--- config.mk ---
export PLATFORM = sky130hd
export DESIGN_NAME = render_frame_scheduler
export DESIGN_NICKNAME = d
export VERILOG_FILES = /design/src/rtl/render_frame_scheduler.sv
export SDC_FILE = /design/constraint.sdc
export NUM_CORES = 1
export LEC_CHECK = 0
export CAP_MARGIN = 20
export CORE_ASPECT_RATIO = 0.6
export CORE_MARGIN = 2
export CORE_UTILIZATION = 54
export DETAILED_ROUTE_END_ITERATION = 8
export GPL_TIMING_DRIVEN = 0
export PLACE_DENSITY = 0.8
export SYNTH_ARGS = -nofsm -noshare
export SYNTH_HDL_FRONTEND = slang
export SYNTH_SLANG_ARGS = --single-unit
--- constraint.sdc ---
create_clock -name clk_in -period 2.8 [get_ports clk_in]
set_input_delay 0.42 -clock clk_in [delete_from_list [all_inputs] [get_ports clk_in]]
set_output_delay 0.42 -clock clk_in [all_outputs]
set_load 0.005 [all_outputs]
--- src/rtl/render_frame_scheduler.sv ---
// Raster-order sequencer for three_dim_renderer feeding a ready/valid framebuffer write port.
// First write RENDER_LATENCY+1 cycles after first issue; issue is credit-limited so the skid FIFO never overflows.
module render_frame_scheduler #(
  parameter  int WIDTH          = 4,
  parameter  int HEIGHT         = 2,
  parameter  int RENDER_LATENCY = 1,
  localparam int FIFO_DEPTH     = RENDER_LATENCY + 2,
  localparam int AW             = (WIDTH * HEIGHT > 1) ? $clog2(WIDTH * HEIGHT) : 1
) (
  input  logic          clk_in,
  input  logic          rst_in,
  input  logic          start_in,
  output logic [10:0]   x_out,
  output logic [9:0]    y_out,
  input  logic [4:0]    r_in,
  input  logic [5:0]    g_in,
  input  logic [4:0]    b_in,
  output logic [AW-1:0] fb_addr_out,
  output logic [15:0]   fb_data_out,
  output logic          fb_we_out,
  input  logic          fb_ready_in,
  output logic          busy_out,
  output logic          done_out,
  output logic [15:0]   frame_count_out
);

  localparam int PW = $clog2(FIFO_DEPTH);
  localparam int CW = $clog2(FIFO_DEPTH + 1);
  localparam int DW = AW + 16;

  typedef enum logic [1:0] {S_IDLE, S_RUN, S_DRAIN, S_DONE} state_t;

  state_t                r_state;
  state_t                w_next;
  logic [10:0]           r_x;
  logic [9:0]            r_y;
  logic [AW-1:0]         r_addr;
  logic [15:0]           r_frame_cnt;
  logic [RENDER_LATENCY-1:0] r_pipe_vld;
  logic [AW-1:0]         r_pipe_addr [RENDER_LATENCY];
  logic [DW-1:0]         r_mem [FIFO_DEPTH];
  logic [PW-1:0]         r_wr_ptr;
  logic [PW-1:0]         r_rd_ptr;
  logic [CW-1:0]         r_count;
  logic [CW-1:0]         w_inflight;
  logic [CW:0]           w_credit_used;
  logic                  w_issue;
  logic                  w_last;
  logic                  w_push;
  logic                  w_pop;

  always_comb begin
    w_inflight = '0;
    for (int i = 0; i < RENDER_LATENCY; i++) begin
      w_inflight = w_inflight + CW'(r_pipe_vld[i]);
    end
  end

  // Pixels already issued still own a FIFO slot, so a stalled framebuffer can never overflow the skid FIFO.
  assign w_credit_used = {1'b0, r_count} + {1'b0, w_inflight};
  assign w_issue       = (r_state == S_RUN) && (w_credit_used < (CW+1)'(FIFO_DEPTH));
  assign w_last        = (r_x == 11'(WIDTH - 1)) && (r_y == 10'(HEIGHT - 1));
  assign w_push        = r_pipe_vld[RENDER_LATENCY-1];
  assign w_pop         = (r_count != '0) && fb_ready_in;

  always_comb begin
    w_next = r_state;
    case (r_state)
      S_IDLE:  if (start_in) w_next = S_RUN;
      S_RUN:   if (w_issue && w_last) w_next = S_DRAIN;
      S_DRAIN: if (w_inflight == '0 && r_count == '0) w_next = S_DONE;
      S_DONE:  w_next = S_IDLE;
      default: w_next = S_IDLE;
    endcase
  end

  always_ff @(posedge clk_in or negedge rst_in) begin
    if (!rst_in) begin
      r_state     <= S_IDLE;
      r_x         <= '0;
      r_y         <= '0;
      r_addr      <= '0;
      r_frame_cnt <= '0;
    end else begin
      r_state <= w_next;
      if (r_state == S_IDLE && start_in) begin
        r_x    <= '0;
        r_y    <= '0;
        r_addr <= '0;
      end else if (w_issue) begin
        r_addr <= r_addr + AW'(1);
        if (r_x == 11'(WIDTH - 1)) begin
          r_x <= '0;
          r_y <= (r_y == 10'(HEIGHT - 1)) ? '0 : r_y + 10'd1;
        end else begin
          r_x <= r_x + 11'd1;
        end
      end
      if (r_state == S_DRAIN && w_next == S_DONE) r_frame_cnt <= r_frame_cnt + 16'd1;
    end
  end

  always_ff @(posedge clk_in or negedge rst_in) begin
    if (!rst_in) begin
      r_pipe_vld <= '0;
      for (int i = 0; i < RENDER_LATENCY; i++) r_pipe_addr[i] <= '0;
    end else begin
      r_pipe_vld[0]  <= w_issue;
      r_pipe_addr[0] <= r_addr;
      for (int i = 1; i < RENDER_LATENCY; i++) begin
        r_pipe_vld[i]  <= r_pipe_vld[i-1];
        r_pipe_addr[i] <= r_pipe_addr[i-1];
      end
    end
  end

  always_ff @(posedge clk_in or negedge rst_in) begin
    if (!rst_in) begin
      for (int i = 0; i < FIFO_DEPTH; i++) r_mem[i] <= '0;
      r_wr_ptr <= '0;
      r_rd_ptr <= '0;
      r_count  <= '0;
    end else begin
      if (w_push) begin
        r_mem[r_wr_ptr] <= {r_pipe_addr[RENDER_LATENCY-1], r_in, g_in, b_in};
        r_wr_ptr <= (r_wr_ptr == PW'(FIFO_DEPTH - 1)) ? '0 : r_wr_ptr + PW'(1);
      end
      if (w_pop) begin
        r_rd_ptr <= (r_rd_ptr == PW'(FIFO_DEPTH - 1)) ? '0 : r_rd_ptr + PW'(1);
      end
      case ({w_push, w_pop})
        2'b10:   r_count <= r_count + CW'(1);
        2'b01:   r_count <= r_count - CW'(1);
        default: r_count <= r_count;
      endcase
    end
  end

  assign x_out           = r_x;
  assign y_out           = r_y;
  assign {fb_addr_out, fb_data_out} = r_mem[r_rd_ptr];
  assign fb_we_out       = (r_count != '0);
  assign busy_out        = (r_state == S_RUN) || (r_state == S_DRAIN);
  assign done_out        = (r_state == S_DONE);
  assign frame_count_out = r_frame_cnt;

endmodule
==> impl_metrics.toml, run 1 <==
[yosys]
synth_area_um2 = 5110
syn_nets = 467
yosys.area_share.simple_pct = 13.8
synth_top_family_by_area = "multiplexers"
syn_avg_cell_area_um2 = 11.8
yosysSeqAreaShare_pct = 53.3
synth_edf_count = 0
synth-compound-area-share_pct = 6.02
synth_xor_xnor_area_share_pct = 4.97
postSynthCellCount = 435
yosys_warnings = 0
ys_types = 47
synthMuxAreaShare_pct = 16.7
synthAdderAreaFrac_pct = 2.94
synthFlopType = "dfrtp_1"
synth-seq-cells = 109
async_flop_share_pct = 100

[floorplan]
core_area_um2 = 9190
die_h_um = 79.4
rows = 27
die_w_um = 130
start_util_pct = 55.7
dieArea_um2 = 10300
io_pins = 79

[clock_network]
h-tree-depth = 3
cts_root_buf = "clkbuf_16"
path_clk_slew_ns = 0.07
postCtsHoldBufs = 0
clk_latency_ns = 0.35
post-cts-setup-buffer-count = 0
cts_buffer_depth = 2
post_cts_resized = 1
cts_buffers = 9
cts_tree = "yes"
clock-sinks = 109

[critical_path]
critical-path-max-stage-delay_ns = 0.55
crit_family = "buffers and inverters"
critPathKind = "reg2out"
critPathArrivalTime_ns = 2.07
cp.required_ns = 2.38
path_buf_inv = 3
crit_chain = "clkbuf_1 > buf_2 > mux2i_1 > o21ai_0 > clkdlybuf4s50_1"
crit_path_max_fanout = 10
end_kind = "output port"
start_kind = "flop"
cp_slowest_cell = "clkdlybuf4s50_1"

[route]
drt_wl_total_um = 10800
dr_total_vias = 3655
drt-vias-per-instance = 5.54
drtPass1Iterations = 5
drt_iter0_drc = 202
ant_nets = 0
wl_per_cell_um = 16.4
drc = 0

[final_layout]
diodes = 0
layout_common_cells = "dfrtp_1 (109), clkdlybuf4s50_1 (77), mux2_2 (49)"
finalNonFillerCells = 660
post_route_cells_drive_above_1_share_pct = 16.0
mostFrequentLayoutCell = "dfrtp_1"
fillers = 685
areaGrowthSynthToFinish_pct = 24.9
layout.nets = 557

[timing]
skew_ns = 0.00739
finalSetupTns_ns = 0
finalCritPeriodShare_pct = 89.0
layout_setup_ws_ns = 0.308
max_slew_margin_pct = 53.2
fmax_mhz = 401
finalHoldViolCount = 0
tightestPinTransition_ns = 0.702
holdWs_ns = 0.0626
grt_setup_unrepaired = "no"
period_minus_slack_ns = 2.49
drv_slew = 0
setup_viol_count_final = 0

[place]
place_congestion = 0.798
dpl.hpwl_um = 7540
portBuffers = 78
place_ws_ns = 0.363
dp_cells = 644

[outcome]
status = "completed"

[run]
max-cap-violations = 0

[global_routing]
grt_pass1_vias = 3558
overflow = 0
grt_usage_pct = 22.5
grt_pass1_wl_um = 17800
grt_max_degree = 67
antenna_found_initial = 0

[worst_hold_path]
hold_class = "in2async"

[pwr]
ir_worst_vdd_uv = 547
p_leak_uw = 0.00268
powerDensity_nw_per_um2 = 961
[worst reg2reg max path: cells and delay by family, from the launching register on]
kind	cells	cell delay, ns
flip-flops	1	0.50
AND/OR/NAND/NOR	3	1.04
adder cells (fa/ha/maj)	1	0.29
AO/OA/AOI/OAI	1	0.22
XOR/XNOR	1	0.16
buffers and inverters	1	0.11
[metal layers]
metal / routed length (um) / track usage, %
met5: 0 / 0
met4: 114 / 4.95
met3: 509 / 6.37
met2: 4870 / 35.3
met1: 5320 / 31.3
[cell usage after synthesis, types with 10 or more instances]
library cell / instances / area [um^2]
ha_1: 12 / 150
dfrtp_1: 109 / 2730
xnor2_1: 22 / 193
nor2_1: 16 / 60.1
inv_1: 10 / 37.5
nand3_1: 17 / 85.1
clkbuf_1: 10 / 37.5
or3_1: 12 / 75.1
mux2i_1: 19 / 190
a21oi_1: 13 / 65.1
o21ai_0: 29 / 145
mux2_2: 49 / 552
nand2_1: 43 / 161
mux2_1: 10 / 113
[sequential cells by signal (all words and copies together) (netlist names)]
signal           flops
x_out               11
r_pipe_vld           1
r_count              2
r_pipe_addr          3
r_state              2
frame_count_out     16
y_out               10
r_wr_ptr             2
r_addr               3
r_rd_ptr             2
r_mem               57
[power by group]
| part | total (uW) | internal (uW) | switching, uW |
|---|---|---|---|
| sequential | 2450 | 2110 | 343 |
| clock | 1270 | 696 | 574 |
| combinational | 2410 | 1310 | 1110 |
| total | 6140 | 4110 | 2020 |
[path summary, 6_finish.rpt]
kind	from	end	slack (ns)	cells after the start
max	r_rd_ptr[1]	fb_addr_out[1]	0.31	5
max reg2reg	r_state[0]	frame_count_out[9]	0.36	7
min in group clk_in	r_addr[2]	r_pipe_addr[2]	0.40	0
min	rst_in	frame_count_out[11]	0.06	1
min reg2reg	r_addr[2]	r_pipe_addr[2]	0.40	0
max in group asynchronous	rst_in	r_mem[33]	2.01	2
[stage by stage]
stage	power [uW]	utilization (%)	instance area (um^2)
after floorplan	3860	-	5110
after global placement	4750	65.9	6060
after detailed placement	4890	66.2	6080
after CTS	6200	69.5	6380
after global routing	6560	69.5	6390
final	6140	69.5	6390
[cell families (layout without fill, tap and decap cells)]
logic type                 Yosys count  in the layout
DFF                                109            109
muxes                               78             78
and+or+nand+nor                    129            129
AOI/OAI and AO/OA                   52             52
xor gates and xnor gates            29             29
buffers and inverters               26            121
adders and majority gates           12             12
[area by class of cell]
class                      count  area, um^2  share of cell area [%]
buffer                        15        71.3                    1.12
tap                          130         163                    2.55
multi-input combinational    300        2270                    35.6
clock buffer                   9         225                    3.53
sequential                   109        2730                    42.7
inverter                      11        46.3                   0.725
clock inverter                 7        76.3                    1.19
timing repair buffer          79         806                    12.6
No activity file was read; power rests on OpenSTA's default activity.
==> run 2: changes to the inputs <==
SKIP_CTS_REPAIR_TIMING = 1   (was not set)
==> run 2 against run 1 <==
Against the previous run:
- setup slack got worse by 0.026 ns
- sequential power barely moved
- critical endpoint unchanged
- register-to-register slack barely moved
- largest cell class unchanged
- highest routed layer unchanged
- final cell count did not move
- count of clock-buffer cells in the layout did not move
- largest power group unchanged
- critical path type unchanged
==> impl_metrics.toml, run 2 (synthesis results as in run 1) <==
[final_layout]
post_route_cells_drive_above_1_share_pct = 16.0
finalNonFillerCells = 660
diodes = 0
areaGrowthSynthToFinish_pct = 24.9
largest_register = "r_mem"
layout.nets = 557
fillers = 685
multi_input_comb_area_um2 = 2270
largest_register_ffs = 57
mostFrequentLayoutCell = "dfrtp_1"
final-seq-area_um2 = 2730
layout_common_cells = "dfrtp_1 (109), clkdlybuf4s50_1 (77), mux2_2 (49)"

[timing]
tightestPinTransition_ns = 0.701
grt_setup_unrepaired = "no"
fmax_mhz = 397
finalSetupTns_ns = 0
period_minus_slack_ns = 2.52
drv_slew = 0
finalHoldViolCount = 0
finalCritPeriodShare_pct = 89.9
skew_ns = 0.00740
setup_viol_count_final = 0
max_slew_margin_pct = 53.2

[floorplan]
die_h_um = 79.4
dieArea_um2 = 10300
core_area_um2 = 9190
start_util_pct = 55.7
io_pins = 79
die_w_um = 130
rows = 27

[critical_path]
cp.required_ns = 2.38
crit_chain = "clkbuf_1 > clkbuf_2 > mux2i_1 > o21ai_0 > clkdlybuf4s50_1"
cp_slowest_cell = "clkdlybuf4s50_1"
critPathArrivalTime_ns = 2.10
start_kind = "flop"
r2r_slack_ns = 0.36
critical-path-max-stage-delay_ns = 0.55
crit_path_max_fanout = 10
critPathKind = "reg2out"
end_kind = "output port"

[global_routing]
grt_pass1_wl_um = 17800
grt_pass1_vias = 3558
overflow = 0
grt_max_degree = 67
antenna_found_initial = 0
grt_usage_pct = 22.5

[clock_network]
cts_root_buf = "clkbuf_16"
cts_buffers = 9
cts_tree = "yes"
h-tree-depth = 3
path_clk_slew_ns = 0.07
clock-sinks = 109
cts_buffer_depth = 2
clk_latency_ns = 0.35

[pwr]
p_leak_uw = 0.00268
ir_worst_vdd_uv = 547
powerDensity_nw_per_um2 = 961

[run]
max-cap-violations = 0

[route]
drt_iter0_drc = 204
ant_nets = 0
drt_wl_total_um = 10800
dr_total_vias = 3656
drc = 0
wl_per_cell_um = 16.4
drt-vias-per-instance = 5.54
drtPass1Iterations = 5

[place]
portBuffers = 78
dp_cells = 644
place_congestion = 0.798
dpl.hpwl_um = 7540

[worst_hold_path]
hold_class = "in2async"

[outcome]
status = "completed"
-- run 2: cell count changes in the layout (fill, tap and decap cells not counted), sizes merged --
cell,previous run,this run
buf,7,6
clkbuf,19,20
-- run 2: worst max-delay path: cells and delay by family (launching register included) --
family | cells | cell delay (ns)
flip-flops | 1 | 0.32
multiplexers | 1 | 0.12
buffers and inverters | 3 | 1.08
AO/OA/AOI/OAI | 1 | 0.22
-- run 2: worst paths after layout --
check / start / to / cells past startpoint
worst max-delay path: r_rd_ptr[1] / fb_addr_out[1] / 5
worst min-delay path: rst_in / frame_count_out[11] / 1
worst max register to register: r_state[0] / frame_count_out[9] / 7
worst min register to register: r_addr[2] / r_pipe_addr[2] / 0
max in group asynchronous: rst_in / r_mem[33] / 2
min in group clk_in: r_addr[2] / r_pipe_addr[2] / 0
-- run 2: final cells by class --
type / count / share of cell area (%)
Timing Repair Buffer: 79 / 12.6
Sequential cell: 109 / 42.7
Inverter: 11 / 0.725
Buffer: 15 / 1.12
Clock inverter: 7 / 1.19
Tap cell: 130 / 2.55
Clock buffer: 9 / 3.53
Multi-Input combinational cell: 300 / 35.6
-- run 2: report_power, final --
part	switching, uW	internal (uW)
combinational	1110	1310
sequential	343	2110
clock	574	696
total	2030	4110
-- run 2: stage by stage --
step | cell area [um^2] | setup WS [ns] | hold WS [ns] | total power, uW | utilization [%]
6_report | 6390 | 0.282 | 0.0627 | 6140 | 69.5
5_1_grt | 6390 | 0.121 | 0.101 | 6560 | 69.5
4_1_cts | 6380 | -0.0488 | 0.0793 | 6200 | 69.5
3_5_place_dp | 6080 | 0.363 | 0.398 | 4890 | 66.2
3_3_place_gp | 6060 | -2.75 | 0.388 | 4750 | 65.9
2_1_floorplan | 5110 | 0.709 | 0.124 | 3860 | -
-- run 2: metal layers --
| layer | part of all wire, % | vias up | global-route usage [%] | wire length, um |
|---|---|---|---|---|
| met1 | 49 | 1828 | 31.3 | 5320 |
| met3 | 4.8 | 11 | 6.37 | 515 |
| met5 | 0 | - | 0 | 0 |
| li1 | - | 1723 | - | - |
| met2 | 45 | 94 | 35.3 | 4860 |
| met4 | 1.1 | 0 | 4.95 | 114 |
==> run 3: changes to the inputs <==
ABC_AREA = 1   (was not set)
ABC_CLOCK_PERIOD_IN_PS = 2800   (was not set)
PLACE_DENSITY = 0.79   (was 0.8)
==> run 3 against run 2 <==
Against the previous run:
- total power up 3.3%
- maximum frequency fell by 4.6%
- via count rose by 29%
- final cell count rose by 32%
- register-to-register slack better by 0.17 ns
- highest routed layer unchanged
==> impl_metrics.toml, run 3 <==
[place]
portBuffers = 78
place_congestion = 0.906
dp_cells = 855
dpl_cell_area_um2 = 6350
dpl.hpwl_um = 9140

[floorplan]
die_w_um = 133
die_h_um = 81.3
dieArea_um2 = 10800
core_area_um2 = 9770
start_util_pct = 55.0
rows = 28
io_pins = 79

[critical_path]
end_kind = "output port"
start_kind = "flop"
crit_path_max_fanout = 10
cp.required_ns = 2.38
crit_chain = "or2_2 > clkbuf_1 > o211ai_1 > clkdlybuf4s50_1"
critical-path-max-stage-delay_ns = 0.56
critPathKind = "reg2out"
cp_slowest_cell = "clkdlybuf4s50_1"
critPathArrivalTime_ns = 2.22

[yosys]
ys_types = 35
synth_top_area_share_pct = 50.8
synth.top_cells.by_area = "dfrtp_1 (51%), nand2_1 (11%), o21ai_0 (6.9%), inv_1 (5.1%), nand3_1 (3.8%)"
synth_area_um2 = 5370
synthFlopType = "dfrtp_1"
syn_avg_cell_area_um2 = 8.38
syn_nets = 673
synth_commonest_cells = "nand2_1 (152), dfrtp_1 (109), o21ai_0 (74), inv_1 (73), nand3_1 (41)"
synth-seq-cells = 109
postSynthCellCount = 641
synth_largest_area_cell = "dfrtp_1"
yosys_warnings = 0
async_flop_share_pct = 100
synth_edf_count = 0
yosysMostFrequentCell = "nand2_1"
yosysSeqAreaShare_pct = 50.8

[final_layout]
layout.nets = 763
areaGrowthSynthToFinish_pct = 23.2
fillers = 766
diodes = 0
finalNonFillerCells = 870
largest_register = "r_mem"
design_area_um2 = 6620
post-route-util_pct = 67.7
layout_common_cells = "nand2_1 (152), dfrtp_1 (109), clkdlybuf4s50_1 (77)"
largest_register_ffs = 57
mostFrequentLayoutCell = "nand2_1"
post_route_cells_drive_above_1_share_pct = 5.58

[timing]
setup_viol_count_final = 0
max_slew_margin_pct = 63.9
drv_slew = 0
finalHoldViolCount = 0
skew_ns = 0.0118
grt_setup_unrepaired = "no"
fmax_mhz = 379
finalCritPeriodShare_pct = 94.3
period_minus_slack_ns = 2.64
tightestPinTransition_ns = 0.542

[route]
drc = 0
drt_wl_total_um = 13100
wl_per_cell_um = 15.1
drt_iter0_drc = 460
drt-vias-per-instance = 5.42
drtPass1Iterations = 5
ant_nets = 0
dr_total_vias = 4715

[clock_network]
clock-sinks = 109
h-tree-depth = 3
cts_buffer_depth = 2
clk_latency_ns = 0.35
cts_tree = "yes"
cts_root_buf = "clkbuf_16"
cts_buffers = 9
path_clk_slew_ns = 0.07

[global_routing]
overflow = 0
grt_pass1_wl_um = 21600
antenna_found_initial = 0
grt_max_degree = 74
grt_usage_pct = 25.2
grt_pass1_vias = 4422

[pwr]
powerDensity_nw_per_um2 = 958
p_leak_uw = 0.00302
ir_worst_vdd_uv = 550
p_total_uw = 6340

[worst_hold_path]
hold_class = "in2async"

[run]
max-cap-violations = 0

[outcome]
status = "completed"
-- run 3: cell count changes in the layout (fill, tap and decap cells not counted), moves of 12 or more --
| cell | before | now |
|---|---|---|
| nand2_1 | 43 | 152 |
| inv_1 | 10 | 73 |
| mux2_2 | 49 | 0 |
| o21ai_0 | 29 | 74 |
| nand3_1 | 17 | 41 |
| nor2_1 | 16 | 37 |
| mux2i_1 | 19 | 0 |
| o211ai_1 | 0 | 19 |
| xnor2_1 | 22 | 7 |
| clkbuf_1 | 8 | 22 |
| nand4_1 | 6 | 20 |
| or3_1 | 12 | 0 |
-- run 3: per-layer routing --
layer	global-route usage, %	share of wire, %	vias to the layer above
li1	-	-	2275
met1	35.1	46	2238
met2	39.4	45	187
met3	6.68	7.3	15
met4	7.10	1.3	0
met5	0	0	-
-- run 3: final cells by class --
cell class | instances | area (um^2) | area share [%]
plain buffers | 25 | 116 | 1.76
clock buffers | 11 | 243 | 3.67
clock inverters | 4 | 30.0 | 0.454
inverters | 78 | 293 | 4.42
multi-input cells | 429 | 2240 | 33.8
flip-flops and latches | 109 | 2730 | 41.2
well taps | 135 | 169 | 2.55
repair buffers | 79 | 806 | 12.2
-- run 3: critical path, delay by kind of cell (launching register included) --
kind                   cells  cell delay (ns)
AOI/OAI and AO/OA          1             0.34
buffers and inverters      2             0.82
DFF                        1             0.40
and+or+nand+nor            1             0.31
-- run 3: final timing paths --
kind / startpoint / depth (start not counted) / slack [ns] / end
worst min-delay path: rst_in / 1 / 0.03 / x_out[5]
min in group clk_in: r_addr[2] / 0 / 0.39 / r_pipe_addr[2]
max in group asynchronous: rst_in / 2 / 2.04 / r_mem[31]
worst max-delay path: r_rd_ptr[1] / 4 / 0.16 / fb_addr_out[1]
worst max register to register: r_pipe_vld / 13 / 0.53 / frame_count_out[10]
worst min register to register: r_addr[2] / 0 / 0.39 / r_pipe_addr[2]
-- run 3: power breakdown --
| part | switching (uW) | leakage [uW] | internal [uW] |
|---|---|---|---|
| combinational | 1520 | 0.00148 | 1150 |
| clock | 563 | 0.000132 | 628 |
| sequential | 361 | 0.00140 | 2120 |
| total | 2440 | 0.00302 | 3900 |
-- run 3: per-stage QoR --
step           setup WS [ns]  hold slack, ns  TNS, ns
6_report               0.160          0.0330        0
2_1_floorplan          0.813           0.124        0
5_1_grt               0.0816          0.0676        0
4_1_cts                0.159          0.0516        0
3_3_place_gp           -2.69           0.382  -292.59
3_5_place_dp           0.525           0.394        0
-- run 3: logic make-up after synthesis --
logic type                 synth area share (%)
and+or+nand+nor                            22.9
AOI/OAI and AO/OA                          12.5
DFF                                        50.8
buffers and inverters                      7.62
xor gates and xnor gates                   3.42
adders and majority gates                  2.79
